`src/rtl/rf_write_voter.sv`:
```
// Voted register-file write port for 2 (DMR) or 3 (TMR) lockstep cores, with
// event counters, a recovery handshake and a sticky permanent-fail lock.
module rf_write_voter #(
    parameter int unsigned NUM_CORES      = 3,
    parameter int unsigned ADDR_WIDTH     = 5,
    parameter int unsigned DATA_WIDTH     = 32,
    parameter int unsigned CNT_WIDTH      = 8,
    parameter int unsigned FAIL_THRESHOLD = 4
) (
    input  logic                            clk_i,
    input  logic                            rst_i,
    input  logic [NUM_CORES-1:0]            we_i,
    input  logic [NUM_CORES*ADDR_WIDTH-1:0] addr_i,
    input  logic [NUM_CORES*DATA_WIDTH-1:0] data_i,
    input  logic                            clear_i,
    input  logic                            recover_ack_i,
    output logic                            we_o,
    output logic [ADDR_WIDTH-1:0]           addr_o,
    output logic [DATA_WIDTH-1:0]           data_o,
    output logic                            error_o,
    output logic [NUM_CORES-1:0]            faulty_lane_o,
    output logic [CNT_WIDTH-1:0]            corr_cnt_o,
    output logic [CNT_WIDTH-1:0]            uncorr_cnt_o,
    output logic                            recover_req_o,
    output logic                            fail_o
);

    typedef enum logic [1:0] {
        ST_RUN     = 2'd0,
        ST_RECOVER = 2'd1,
        ST_LOCKED  = 2'd2
    } state_t;

    if (NUM_CORES != 2 && NUM_CORES != 3) begin : g_bad_cores
        $error("rf_write_voter: NUM_CORES must be 2 or 3");
    end
    if (FAIL_THRESHOLD < 1 || FAIL_THRESHOLD > (2**CNT_WIDTH) - 1) begin : g_bad_threshold
        $error("rf_write_voter: FAIL_THRESHOLD out of range");
    end

    logic [ADDR_WIDTH-1:0] lane_addr [NUM_CORES];
    logic [DATA_WIDTH-1:0] lane_data [NUM_CORES];

    for (genvar k = 0; k < NUM_CORES; k++) begin : g_lane
        assign lane_addr[k] = addr_i[k*ADDR_WIDTH +: ADDR_WIDTH];
        assign lane_data[k] = data_i[k*DATA_WIDTH +: DATA_WIDTH];
    end

    // Idle lanes agree regardless of addr/data; active lanes must match exactly.
    function automatic logic tuple_agree(
        input logic                  we_a,
        input logic                  we_b,
        input logic [ADDR_WIDTH-1:0] addr_a,
        input logic [ADDR_WIDTH-1:0] addr_b,
        input logic [DATA_WIDTH-1:0] data_a,
        input logic [DATA_WIDTH-1:0] data_b
    );
        return (!we_a && !we_b) || (we_a && we_b && addr_a == addr_b && data_a == data_b);
    endfunction

    logic                 all_agree_c;
    logic                 correctable_c;
    logic                 maj_hi_c;
    logic [NUM_CORES-1:0] fault_mask_c;

    if (NUM_CORES == 3) begin : g_tmr
        logic agree_01;
        logic agree_02;
        logic agree_12;
        assign agree_01 = tuple_agree(we_i[0], we_i[1], lane_addr[0], lane_addr[1],
                                      lane_data[0], lane_data[1]);
        assign agree_02 = tuple_agree(we_i[0], we_i[2], lane_addr[0], lane_addr[2],
                                      lane_data[0], lane_data[2]);
        assign agree_12 = tuple_agree(we_i[1], we_i[2], lane_addr[1], lane_addr[2],
                                      lane_data[1], lane_data[2]);
        // Agreement is transitive, so a correctable cycle has exactly one agreeing pair.
        assign all_agree_c   = agree_01 && agree_02;
        assign correctable_c = !all_agree_c && (agree_01 || agree_02 || agree_12);
        assign maj_hi_c      = !agree_01 && !agree_02;
        assign fault_mask_c  = {agree_01, agree_02, agree_12};
    end else begin : g_dmr
        assign all_agree_c   = tuple_agree(we_i[0], we_i[1], lane_addr[0], lane_addr[1],
                                           lane_data[0], lane_data[1]);
        assign correctable_c = 1'b0;
        assign maj_hi_c      = 1'b0;
        assign fault_mask_c  = '0;
    end

    state_t                state_q, state_d;
    logic                  we_q, we_d;
    logic [ADDR_WIDTH-1:0] addr_q, addr_d;
    logic [DATA_WIDTH-1:0] data_q, data_d;
    logic                  err_q, err_d;
    logic [NUM_CORES-1:0]  faulty_q, faulty_d;
    logic [CNT_WIDTH-1:0]  corr_q, corr_d;
    logic [CNT_WIDTH-1:0]  uncorr_q, uncorr_d;
    logic                  req_q, req_d;
    logic                  fail_q, fail_d;
    logic [CNT_WIDTH-1:0]  uncorr_inc_c;

    assign uncorr_inc_c = (uncorr_q == '1) ? uncorr_q : uncorr_q + CNT_WIDTH'(1);

    always_ff @(posedge clk_i) begin
        if (rst_i) begin
            state_q  <= ST_RUN;
            we_q     <= 1'b0;
            addr_q   <= '0;
            data_q   <= '0;
            err_q    <= 1'b0;
            faulty_q <= '0;
            corr_q   <= '0;
            uncorr_q <= '0;
            req_q    <= 1'b0;
            fail_q   <= 1'b0;
        end else begin
            state_q  <= state_d;
            we_q     <= we_d;
            addr_q   <= addr_d;
            data_q   <= data_d;
            err_q    <= err_d;
            faulty_q <= faulty_d;
            corr_q   <= corr_d;
            uncorr_q <= uncorr_d;
            req_q    <= req_d;
            fail_q   <= fail_d;
        end
    end

    always_comb begin
        state_d  = state_q;
        we_d     = 1'b0;
        addr_d   = addr_q;
        data_d   = data_q;
        err_d    = 1'b0;
        faulty_d = faulty_q;
        corr_d   = corr_q;
        uncorr_d = uncorr_q;
        req_d    = req_q;
        fail_d   = fail_q;

        unique case (state_q)
            ST_RUN: begin
                if (all_agree_c) begin
                    we_d   = we_i[0];
                    addr_d = lane_addr[0];
                    data_d = lane_data[0];
                end else if (correctable_c) begin
                    we_d     = maj_hi_c ? we_i[1]      : we_i[0];
                    addr_d   = maj_hi_c ? lane_addr[1] : lane_addr[0];
                    data_d   = maj_hi_c ? lane_data[1] : lane_data[0];
                    err_d    = 1'b1;
                    faulty_d = faulty_q | fault_mask_c;
                    corr_d   = (corr_q == '1) ? corr_q : corr_q + CNT_WIDTH'(1);
                end else begin
                    err_d    = 1'b1;
                    uncorr_d = uncorr_inc_c;
                    if (uncorr_inc_c >= CNT_WIDTH'(FAIL_THRESHOLD)) begin
                        state_d = ST_LOCKED;
                        fail_d  = 1'b1;
                        req_d   = 1'b0;
                    end else begin
                        state_d = ST_RECOVER;
                        req_d   = 1'b1;
                    end
                end
            end
            ST_RECOVER: begin
                if (recover_ack_i) begin
                    state_d = ST_RUN;
                    req_d   = 1'b0;
                end
            end
            ST_LOCKED: begin
                fail_d = 1'b1;
                req_d  = 1'b0;
            end
            default: state_d = ST_RUN;
        endcase

        if (clear_i) begin
            faulty_d = '0;
            corr_d   = '0;
            uncorr_d = '0;
        end
    end

    assign we_o          = we_q;
    assign addr_o        = addr_q;
    assign data_o        = data_q;
    assign error_o       = err_q;
    assign faulty_lane_o = faulty_q;
    assign corr_cnt_o    = corr_q;
    assign uncorr_cnt_o  = uncorr_q;
    assign recover_req_o = req_q;
    assign fail_o        = fail_q;

endmodule

```
`config.mk`:
```
export PLATFORM = sky130hd
export DESIGN_NAME = rf_write_voter
export DESIGN_NICKNAME = d
export VERILOG_FILES = /design/src/rtl/rf_write_voter.sv
export SDC_FILE = /design/constraint.sdc
export NUM_CORES = 1
export LEC_CHECK = 0
export CAP_MARGIN = 10
export CELL_PAD_IN_SITES_DETAIL_PLACEMENT = 1
export CELL_PAD_IN_SITES_GLOBAL_PLACEMENT = 1
export CORE_MARGIN = 2
export CORE_UTILIZATION = 32
export DETAILED_ROUTE_END_ITERATION = 10
export GPL_TIMING_DRIVEN = 1
export PLACE_DENSITY = 0.94
export SLEW_MARGIN = 10
export SYNTH_ARGS = -nofsm -noshare
export SYNTH_HDL_FRONTEND = slang
export SYNTH_SLANG_ARGS = --single-unit
export TNS_END_PERCENT = 50
```
`constraint.sdc`:
```
create_clock -name clk_i -period 3.2 [get_ports clk_i]
set_input_delay 0.48 -clock clk_i [delete_from_list [all_inputs] [get_ports clk_i]]
set_output_delay 0.48 -clock clk_i [all_outputs]
set_load 0.05 [all_outputs]
```
==> run_results.csv, run 1 <==
group,metric,value,unit
run_status,run_status,"finished clean",
clock_tree,cts_tree,"yes",
floorplan,ios,178,
synthesis,yosys.area_share.simple,23.8,%
critical_path,crit_top_cell,"nor2_1",
synthesis,yosysSeqAreaShare,27.5,%
clock_tree,cts_resized,0,
layout,fin_util,50.9,%
route,via_count,5035,
timing,fmax,341,MHz
synthesis,synthCells,524,
clock_tree,post_cts_buffers,0,
placement,post_dp_cell_area,6690,µm²
clock_tree,h-tree-depth,3,
grt,grt_overflow,0,
critical_path,cp.arrival,3160,ps
timing,period_share,91.6,%
layout,syn_to_final_growth,56.1,%
route,viasPerCell,5.56,
route,wl,20.1,mm
synthesis,synth_area_leaders,"dfxtp_1 (28%), xor2_1 (15%), mux2i_1 (9.1%)",
layout,fin_area,7040,µm²
placement,dp.cells,889,
power,power_density,478,nW/µm²
route,wl_per_cell,22.2,µm
synthesis,synthArstFlopShare,0,%
clock_tree,root_buffer,"clkbuf_16",
grt,grt_first_pass_wirelength,30.9,mm
clock_tree,cts_num_sinks,62,
clock_tree,worst_skew_pair.late_latency,350,ps
timing,setup_viol,0,
synthesis,synth.net_count,647,
critical_path,rrSetupSlack,810,ps
grt,antenna_found_initial,0,
clock_tree,clk_pin_slew,50,ps
critical_path,crit_slowest_cell,"clkdlybuf4s50_1",
placement,place_hpwl,16.8,mm
job,maxCapViolations,0,
floorplan,fp.dieH,123,µm
grt,grt_max_degree,50,
clock_tree,hold_buffers,0,
critical_path,path_buf_inv,2,
floorplan,initial_utilization,32.6,%
synthesis,synth_top_family_by_area,"simple AND/OR/NAND/NOR gates",
critical_path,crit_type,"input pin to flip-flop",
synthesis,synth_xor_area_share,22.0,%
critical_path,crit_path_end_kind,"flip-flop",
clock_tree,clk_path_buf_depth,2,
synthesis,synth_top_area_share,27.5,%
critical_path,cp.depth,10,
synthesis,synth_flop_cell,"dfxtp_1",
critical_path,crit_end,"data_o[7]",
critical_path,critPathLaunch,"data_i[21]",
layout,layout_commonest_cell,"clkdlybuf4s50_1",
power,power,3.37,mW
critical_path,worst-path-max-fanout,41,
timing,rsz0062_at_grt,"no",
floorplan,core,13800,µm²
power,worst_ir_drop_vdd,0.000223,V
grt,grt_pass1_vias,5545,
timing,final_max_slew_viol_count,0,
synthesis,ys.warnings.count,0,
critical_path,start_kind,"input pin",
timing,min_period,2930,ps
timing,worst_pin_slew,665,ps
critical_path,rr_worst_depth,9,
critical_path,worst_ep_required_time,3430,ps
synthesis,ys_seq_elements,62,
timing,slew_headroom,55.5,%
timing,hold_viol,0,
timing,clock_skew,9.77,ps
floorplan,std_cell_rows,43,
clock_tree,cts_buffers,9,
placement,gp_congestion,0.974,
critical_path,reg2reg_to,"recover_req_o",
placement,port_buffers,177,
synthesis,ys_types,56,
critical_path,cp_cell_sequence,"clkdlybuf4s50_1 -> xor2_1 -> nor4_1 -> nand4_1 -> nor3_1 -> nor2_1 -> a21oi_4 -> buf_12 -> nor2_1 -> a211oi_1",
grt,grtUsageTotal,27.6,%
floorplan,die_area,15100,µm²
synthesis,synth_fa_ha_area_share,1.39,%
layout,layout.cells.most_common_list,"clkdlybuf4s50_1 (177), xor2_1 (79), dfxtp_1 (62), nor2_1 (61), mux2i_1 (41)",
worst_hold_path,min_path_type,"flip-flop to flip-flop",
synthesis,yosys.area.top_type,"dfxtp_1",
critical_path,path_delay_family,"simple AND/OR/NAND/NOR gates",
synthesis,muxShareOfSynthArea,9.10,%
floorplan,die_x,123,µm
synthesis,synth_compound_area_share,12.8,%
critical_path,reg2reg_from,"uncorr_cnt_o[0]",
synthesis,netlist_area,4510,µm²
layout,antenna_cells,0,
synthesis,syn_avg_cell_area,8.60,µm²
critical_path,max_stage_delay,500,ps
power,total_leakage_power,2.64,nW
layout,drive_gt1_share,8.69,%
route,drt_iter0_drc,284,
route,ant_nets,0,
synthesis,synth_edf_count,0,
route,drtPass1Iterations,4,
layout,fin_nets,843,
layout,finalNonFillerCells,905,
route,route.detailed.drc,0,
[area by class of cell]
cell class                 instances  area [µm²]
clock buffer                       9         225
inverter                           7        26.3
clock inverter                     7         123
fill                            1605        6790
sequential                        62        1240
timing repair buffer             209        2070
multi-input combinational        431        3120
tap                              180         225
[layer usage]
metal	wire [µm]	part of all wire, %	track usage, %
met5	0	0	0
met2	10100	50	49.1
met4	776	3.9	13.1
met3	1220	6.1	6.60
met1	7970	40	30.8
[tightest hold or removal path, delay by kind of cell, from the launching register on]
family          cells  cell delay, ps
simple gates        1             100
flops               1             310
compound gates      1              50
[how the worst min path moves through the flow]
stage / from / endpoint / slack (ps) / cells past startpoint
global placement: fail_o / fail_o / 470 / 2
floorplan: state_q[1] / state_q[1] / 500 / 2
global route: data_o[0] / data_o[0] / 520 / 2
CTS: corr_cnt_o[1] / corr_cnt_o[1] / 500 / 2
finish: data_o[29] / data_o[29] / 500 / 2
detailed placement: fail_o / fail_o / 490 / 2
[cell families after synthesis]
logic type | count (synthesis)
DFF | 62
AOI/OAI and AO/OA | 74
adders and majority gates | 5
muxes | 41
xor gates and xnor gates | 113
buffers and inverters | 31
and+or+nand+nor | 198
[per-stage QoR]
stage / TNS (ps) / worst slack, ps / hold slack [ps]
floorplan: 0 / 779 / 505
global placement: 0 / 14.1 / 469
detailed placement: -381 / -46.0 / 488
CTS: 0 / 311 / 503
global route: 0 / 117 / 523
finish: 0 / 269 / 503
[sequential cells by signal, indices dropped and copies added, names as in the netlist]
| register | cells |
|---|---|
| corr_cnt_o | 8 |
| recover_req_o | 1 |
| data_o | 32 |
| error_o | 1 |
| faulty_lane_o | 3 |
| uncorr_cnt_o | 8 |
| fail_o | 1 |
| we_o | 1 |
| state_q | 2 |
| addr_o | 5 |
[Yosys cell counts, types with 5 or more instances]
cell type / count
xor2_1: 79
dfxtp_1: 62
nor2_1: 61
mux2i_1: 41
nor4_1: 40
a211oi_1: 38
xnor2_1: 34
nand4_1: 26
nand2_1: 16
buf_2: 9
nor3_1: 9
a21oi_1: 8
and3_1: 8
clkbuf_1: 7
inv_1: 7
nand3_1: 7
or3_1: 6
ha_1: 5
nand4b_1: 5
[power breakdown]
group	total, mW	switching (mW)	internal [mW]	leakage [nW]
sequential	0.908	0.0504	0.857	0.510
combinational	1.30	0.791	0.506	1.97
clock	1.16	0.399	0.763	0.162
No activity file was read; power rests on OpenSTA's default activity.
==> run 2: changes to the inputs <==
TNS_END_PERCENT = 30   (was 50)
==> results of run 2 <==
No change in the layout: final DEF, timing and power equal those of run 1.
